[src/rtl/muldiv_unit_if.sv]
// Handshake/result bundle between the EXE stage and the multiply/divide unit.
// The master side is the pipeline; the slave side is muldiv_unit.
interface muldiv_unit_if;
  logic        start_i;
  logic [1:0]  op_i;
  logic [31:0] src1_i;
  logic [31:0] src2_i;
  logic        flush_i;
  logic        busy_o;
  logic        hilowe_o;
  logic [31:0] hi_o;
  logic [31:0] lo_o;

  modport master (
    output start_i, op_i, src1_i, src2_i, flush_i,
    input  busy_o, hilowe_o, hi_o, lo_o
  );

  modport slave (
    input  start_i, op_i, src1_i, src2_i, flush_i,
    output busy_o, hilowe_o, hi_o, lo_o
  );
endinterface

[src/rtl/muldiv_unit.sv]
// Multi-cycle MULT/MULTU/DIV/DIVU unit feeding the HI/LO pair: stalls EXE while
// working, then pulses hilowe_o for one cycle with the 64-bit result in hi_o/lo_o.
module muldiv_unit #(
  parameter int MUL_STAGES = 2,
  parameter int DIV_ITERS  = 32
) (
  input  logic          cpu_clk_50M,
  input  logic          cpu_rst,
  muldiv_unit_if.slave  md
);

  localparam int DATA_W = 32;
  localparam int CNT_W  = 6;

  typedef enum logic [1:0] {
    IDLE = 2'd0,
    MUL  = 2'd1,
    DIV  = 2'd2,
    DONE = 2'd3
  } state_t;

  // Control / architectural result state (reset)
  state_t              state_q, state_d;
  logic [CNT_W-1:0]    cnt_q, cnt_d;
  logic [DATA_W-1:0]   hi_q, hi_d;
  logic [DATA_W-1:0]   lo_q, lo_d;

  // Working operands (no reset; only meaningful after a latch in IDLE)
  logic                sgn_q, sgn_d;
  logic [DATA_W-1:0]   src1_q, src1_d;
  logic [DATA_W-1:0]   src2_q, src2_d;
  logic [DATA_W-1:0]   rem_q, rem_d;
  logic [DATA_W-1:0]   quo_q, quo_d;

  logic                busy;

  function automatic logic [DATA_W-1:0] mag(input logic [DATA_W-1:0] v,
                                            input logic              is_signed);
    logic signed [DATA_W-1:0] sv;
    sv = signed'(v);
    if (is_signed && sv < 0) return DATA_W'(-sv);
    return v;
  endfunction

  function automatic logic [DATA_W-1:0] set_sign(input logic [DATA_W-1:0] v,
                                                 input logic              neg);
    logic signed [DATA_W-1:0] sv;
    sv = signed'(v);
    if (neg) return DATA_W'(-sv);
    return v;
  endfunction

  // Multiply: sign- or zero-extend to 64 bits so one signed multiply covers both forms
  logic signed [2*DATA_W-1:0] a_ext, b_ext, prod_w;
  assign a_ext  = signed'({{DATA_W{sgn_q & src1_q[DATA_W-1]}}, src1_q});
  assign b_ext  = signed'({{DATA_W{sgn_q & src2_q[DATA_W-1]}}, src2_q});
  assign prod_w = a_ext * b_ext;

  // Divide: one restoring step on magnitudes; quo_q shifts the dividend out as quotient bits enter
  logic [DATA_W-1:0] dvs_w;
  logic [DATA_W:0]   shift_w, trial_w;
  logic [DATA_W-1:0] rem_n, quo_n;
  logic              quo_neg, rem_neg;

  assign dvs_w   = mag(src2_q, sgn_q);
  assign shift_w = {rem_q, quo_q[DATA_W-1]};
  assign trial_w = shift_w - {1'b0, dvs_w};
  assign quo_neg = sgn_q & (src1_q[DATA_W-1] ^ src2_q[DATA_W-1]);
  assign rem_neg = sgn_q & src1_q[DATA_W-1];

  always_comb begin
    rem_n = shift_w[DATA_W-1:0];
    quo_n = {quo_q[DATA_W-2:0], 1'b0};
    if (!trial_w[DATA_W]) begin
      rem_n = trial_w[DATA_W-1:0];
      quo_n = {quo_q[DATA_W-2:0], 1'b1};
    end
  end

  always_comb begin
    state_d = state_q;
    cnt_d   = cnt_q;
    hi_d    = hi_q;
    lo_d    = lo_q;
    sgn_d   = sgn_q;
    src1_d  = src1_q;
    src2_d  = src2_q;
    rem_d   = rem_q;
    quo_d   = quo_q;
    busy    = 1'b0;

    if (md.flush_i) begin
      state_d = IDLE;
      cnt_d   = '0;
    end else begin
      unique case (state_q)
        IDLE: begin
          if (md.start_i) begin
            busy   = 1'b1;
            sgn_d  = ~md.op_i[0];
            src1_d = md.src1_i;
            src2_d = md.src2_i;
            rem_d  = '0;
            quo_d  = mag(md.src1_i, ~md.op_i[0]);
            cnt_d  = '0;
            if (!md.op_i[1]) begin
              state_d = MUL;
            end else if (md.src2_i == '0) begin
              state_d = DONE;
              hi_d    = md.src1_i;
              lo_d    = '1;
            end else begin
              state_d = DIV;
            end
          end
        end
        MUL: begin
          busy  = 1'b1;
          cnt_d = cnt_q + CNT_W'(1);
          if (cnt_q == CNT_W'(MUL_STAGES - 1)) begin
            state_d = DONE;
            cnt_d   = '0;
            hi_d    = prod_w[2*DATA_W-1:DATA_W];
            lo_d    = prod_w[DATA_W-1:0];
          end
        end
        DIV: begin
          busy  = 1'b1;
          rem_d = rem_n;
          quo_d = quo_n;
          cnt_d = cnt_q + CNT_W'(1);
          if (cnt_q == CNT_W'(DIV_ITERS - 1)) begin
            state_d = DONE;
            cnt_d   = '0;
            hi_d    = set_sign(rem_n, rem_neg);
            lo_d    = set_sign(quo_n, quo_neg);
          end
        end
        DONE: begin
          state_d = IDLE;
        end
        default: begin
          state_d = IDLE;
          cnt_d   = '0;
        end
      endcase
    end
  end

  // Control and result registers
  always_ff @(posedge cpu_clk_50M or posedge cpu_rst) begin
    if (cpu_rst) begin
      state_q <= IDLE;
      cnt_q   <= '0;
      hi_q    <= '0;
      lo_q    <= '0;
    end else begin
      state_q <= state_d;
      cnt_q   <= cnt_d;
      hi_q    <= hi_d;
      lo_q    <= lo_d;
    end
  end

  // Operand / iteration registers
  always_ff @(posedge cpu_clk_50M) begin
    sgn_q  <= sgn_d;
    src1_q <= src1_d;
    src2_q <= src2_d;
    rem_q  <= rem_d;
    quo_q  <= quo_d;
  end

  assign md.busy_o   = busy & ~cpu_rst;
  assign md.hilowe_o = (state_q == DONE) & ~md.flush_i;
  assign md.hi_o     = hi_q;
  assign md.lo_o     = lo_q;

endmodule

[src/flat_wrapper.sv]
// flat-port wrapper written by rule: the top's interface ports become plain ports
module muldiv_unit_flat 
#(
  parameter int MUL_STAGES = 2,
  parameter int DIV_ITERS  = 32
)
  (cpu_clk_50M, cpu_rst, md_start_i, md_op_i, md_src1_i, md_src2_i, md_flush_i, md_busy_o, md_hilowe_o, md_hi_o, md_lo_o);
  muldiv_unit_if md_i ();
  input  logic cpu_clk_50M;
  input  logic cpu_rst;
  input wire logic [$bits(md_i.start_i)-1:0] md_start_i;
  input wire logic [$bits(md_i.op_i)-1:0] md_op_i;
  input wire logic [$bits(md_i.src1_i)-1:0] md_src1_i;
  input wire logic [$bits(md_i.src2_i)-1:0] md_src2_i;
  input wire logic [$bits(md_i.flush_i)-1:0] md_flush_i;
  output wire logic [$bits(md_i.busy_o)-1:0] md_busy_o;
  output wire logic [$bits(md_i.hilowe_o)-1:0] md_hilowe_o;
  output wire logic [$bits(md_i.hi_o)-1:0] md_hi_o;
  output wire logic [$bits(md_i.lo_o)-1:0] md_lo_o;
  assign md_i.start_i = md_start_i;
  assign md_i.op_i = md_op_i;
  assign md_i.src1_i = md_src1_i;
  assign md_i.src2_i = md_src2_i;
  assign md_i.flush_i = md_flush_i;
  assign md_busy_o = md_i.busy_o;
  assign md_hilowe_o = md_i.hilowe_o;
  assign md_hi_o = md_i.hi_o;
  assign md_lo_o = md_i.lo_o;
  muldiv_unit #(.MUL_STAGES(MUL_STAGES), .DIV_ITERS(DIV_ITERS)) u_core (.cpu_clk_50M(cpu_clk_50M), .cpu_rst(cpu_rst), .md(md_i));
endmodule
[config.mk]
export PLATFORM = sky130hd
export DESIGN_NAME = muldiv_unit_flat
export DESIGN_NICKNAME = d
export VERILOG_FILES = /design/src/rtl/muldiv_unit_if.sv /design/src/rtl/muldiv_unit.sv /design/src/flat_wrapper.sv
export SDC_FILE = /design/constraint.sdc
export NUM_CORES = 2
export LEC_CHECK = 0
export CAP_MARGIN = 20
export CORE_UTILIZATION = 52
export CTS_BUF_LIST = sky130_fd_sc_hd__clkbuf_8
export DETAILED_ROUTE_END_ITERATION = 8
export PLACE_DENSITY = 0.69
export SYNTH_ARGS = -nofsm -noshare
export SYNTH_HDL_FRONTEND = slang
export SYNTH_SLANG_ARGS = --single-unit
[constraint.sdc]
create_clock -name cpu_clk_50M -period 10.15 [get_ports cpu_clk_50M]
set_clock_uncertainty 0.2 [all_clocks]
set_input_delay 1.5225 -clock cpu_clk_50M [delete_from_list [all_inputs] [get_ports cpu_clk_50M]]
set_output_delay 1.5225 -clock cpu_clk_50M [all_outputs]
set_load 0.03 [all_outputs]
==> impl_metrics.csv <==
group,metric,value,unit
worst_setup_path,crit_path_start_kind,"register",
cts,post-cts-setup-buffer-count,0,
sta,finalSetupTns,0,ps
worst_setup_path,slowest_stage,"edfxtp_1",
cts,cts_tree,"done",
final_layout,area_delta_synth_final,7.23,%
yosys,synthCells,5646,
yosys,yosysSeqAreaShare,11.0,%
floorplan,boundaryPins,136,
sta,setup_viol,0,
placed_design,port_buffers,135,
yosys,synth_edf_count,129,
worst_setup_path,cp_common_cell,"fa_1",
yosys,synth_cell_types,88,
detailed_routing,wire_per_inst,22.5,µm
worst_setup_path,path_buf_inv,4,
floorplan,core.rowCount,114,
floorplan,core_area,97300,µm²
yosys,synth-seq-cells,201,
global_routing,antenna_found_initial,9,
yosys,synth_top_area_share,43.8,%
yosys,synthTopCellsByCount,"inv_1 (1,161), fa_1 (1,126), nand2_1 (839)",
sta,period_minus_slack,9440,ps
placed_design,place_congestion,1.00,
worst_setup_path,arrival,9690,ps
yosys,syn-num-nets,7098,
global_routing,grt_max_degree,92,
detailed_routing,routed_wl,156,mm
detailed_routing,vias,39900,
cts,clk_latency,590,ps
status,status,"finished, final reports clean",
yosys,yosys.area.top_type,"fa_1",
floorplan,die_y,316,µm
cts,clk_pin_slew_worst_paths,60,ps
sta,fmax,0.106,GHz
detailed_routing,post_drt_via_cell_ratio,5.75,
cts,cts.sinks,201,
worst_setup_path,crit_fanout,18,
worst_setup_path,end_kind,"register",
cts,ctsResizeCount,0,
sta,finalHoldViolations,0,
yosys,synth_top_flop_cell,"edfxtp_1",
sta,relSlewSlack,20.6,%
yosys,yosysWarnings,0,
detailed_routing,drc,0,
sta,slew_violations,0,
floorplan,initial_core_util,52.9,%
global_routing,grt_usage,32.6,%
worst_setup_path,cp.required,10400,ps
cts,h-tree-depth,2,
floorplan,die_w,316,µm
yosys,ys_top_cells_by_area,"fa_1 (44%), inv_1 (8.5%), edfxtp_1 (7.5%)",
yosys,syn_area,51400,µm²
floorplan,die-area,100000,µm²
cts,cts_buffers,38,
sta,grt_setup_unrepaired,"no",
sta,worst_slew_pin_slew,1190,ps
yosys,async_flop_share,35.8,%
detailed_routing,detail-route-antenna-nets,0,
cts,cts_hold_buf,0,
flow_run,cap_violations,0,
worst_setup_path,path_class,"register to register",
cts,clockRootBuffer,"clkbuf_8",
detailed_routing,drt_iter0_markers,3383,
worst_setup_path,max_stage_delay,1050,ps
final_layout,filler_cell_count,8764,
final_layout,layout-drive-gt1-share,4.17,%
worst_setup_path,crit_family,"adder cells",
global_routing,grt_pass1_wl,248,mm
hold_path,hp-class,"register to register",
sta,finalCritPeriodShare,93.0,%
cts,clockBufferDepth,3,
global_routing,grt_pass1_vias,42100,
detailed_routing,dr.pass1.iters,5,
global_routing,grt_overflow_total,0,
yosys,synth.most_common_cell,"inv_1",
yosys,synth.avg_cell_area,9.11,µm²
placed_design,detailed_place_hpwl,128,mm
final_layout,fin_nets,7081,
-- registers in the layout, summed over array words and instances, names as in the netlist --
name	flops
u_core.md.hi_o	32
u_core.src1_q	32
u_core.quo_q	32
u_core.cnt_q	6
u_core.state_q	2
u_core.rem_q	32
u_core.md.lo_o	32
u_core.src2_q	32
u_core.sgn_q	1
-- worst register-to-register path, cell delays in order (launching register included) --
cell      delay [ps]
edfxtp_1        1050
buf_4            380
nand2_1          100
fa_1             530
inv_1             50
fa_1             440
fa_1             520
fa_1             470
fa_1             600
fa_1             480
fa_1             510
inv_1             50
fa_1             530
inv_1             70
ha_1             380
a21o_1           240
a31o_2           260
a211oi_1         210
or4b_1           600
o2111a_1         320
a21oi_1          220
o31ai_1          180
a221o_1          370
mux2i_1          130
a221oi_1         340
a21oi_2          100
-- cells in the final DEF (no fill, tap or decap), drive strengths merged, types with 58 or more instances in the layout --
cell type      count
xnor2            115
buf              133
fa              1126
clkdlybuf4s50    135
o21ai            153
edfxtp           129
ha               256
nor2             205
a21oi            150
and2             381
nand2            839
dfrtp             72
a21o              58
inv             1175
xor2              78
-- area by class of cell --
cell class | instances | area (µm²) | area share (%)
well taps | 1276 | 1600 | 2.89
clock buffers | 45 | 619 | 1.12
repair buffers | 268 | 2480 | 4.50
flip-flops and latches | 201 | 5680 | 10.3
clock inverters | 25 | 214 | 0.388
diodes | 1 | 2.50 | 0.00454
multi-input cells | 3958 | 40200 | 72.9
inverters | 1162 | 4360 | 7.91
-- logic make-up after synthesis --
logic type / Yosys count / synth area share [%]
AOI/OAI and AO/OA: 645 / 8.37
DFF: 201 / 11.0
muxes: 37 / 0.742
buffers and inverters: 1487 / 10.9
xor gates and xnor gates: 193 / 3.29
and+or+nand+nor: 1701 / 15.6
adders and majority gates: 1382 / 50.1
-- through the flow --
stage / worst slack [ps] / utilization (%) / instance area (µm²) / hold slack (ps) / instances
floorplan: 1430 / - / 51400 / 263 / 5646
global placement: 807 / 55.7 / 54100 / 262 / 6859
detailed placement: 780 / 55.7 / 54200 / 267 / 6860
CTS: 732 / 56.5 / 55000 / 281 / 6930
global route: 343 / 56.7 / 55100 / 287 / 6935
finish: 707 / 56.7 / 55100 / 279 / 6936
-- worst paths after layout --
| check | start | end | slack [ps] | cells past startpoint |
|---|---|---|---|---|
| setup / recovery | u_core.src2_q[18]$_DFFE_PP_ | u_core.md.hi_o[31]$_DFFE_PP0P_ | 710 | 25 |
| max in group asynchronous | cpu_rst | u_core.md.hi_o[9]$_DFFE_PP0P_ | 7460 | 3 |
| hold / removal | u_core.md.lo_o[10]$_DFFE_PP0P_ | u_core.md.lo_o[10]$_DFFE_PP0P_ | 280 | 2 |
| setup reg to reg | u_core.src2_q[18]$_DFFE_PP_ | u_core.md.hi_o[31]$_DFFE_PP0P_ | 710 | 25 |
| hold reg to reg | u_core.md.lo_o[10]$_DFFE_PP0P_ | u_core.md.lo_o[10]$_DFFE_PP0P_ | 280 | 2 |
| min in group asynchronous | cpu_rst | u_core.md.hi_o[22]$_DFFE_PP0P_ | 1160 | 2 |
-- routing by layer --
layer,wire [µm],track usage (%),part of all wire (%)
met1,64700,46.4,42
met2,70600,50.7,45
met3,14200,5.34,9.1
met4,6420,11.5,4.1
met5,8,0,0.0051
Power is left out: the tool's default activity adds up to more than one toggle a clock period on the data nets, which glitch-free logic cannot reach.
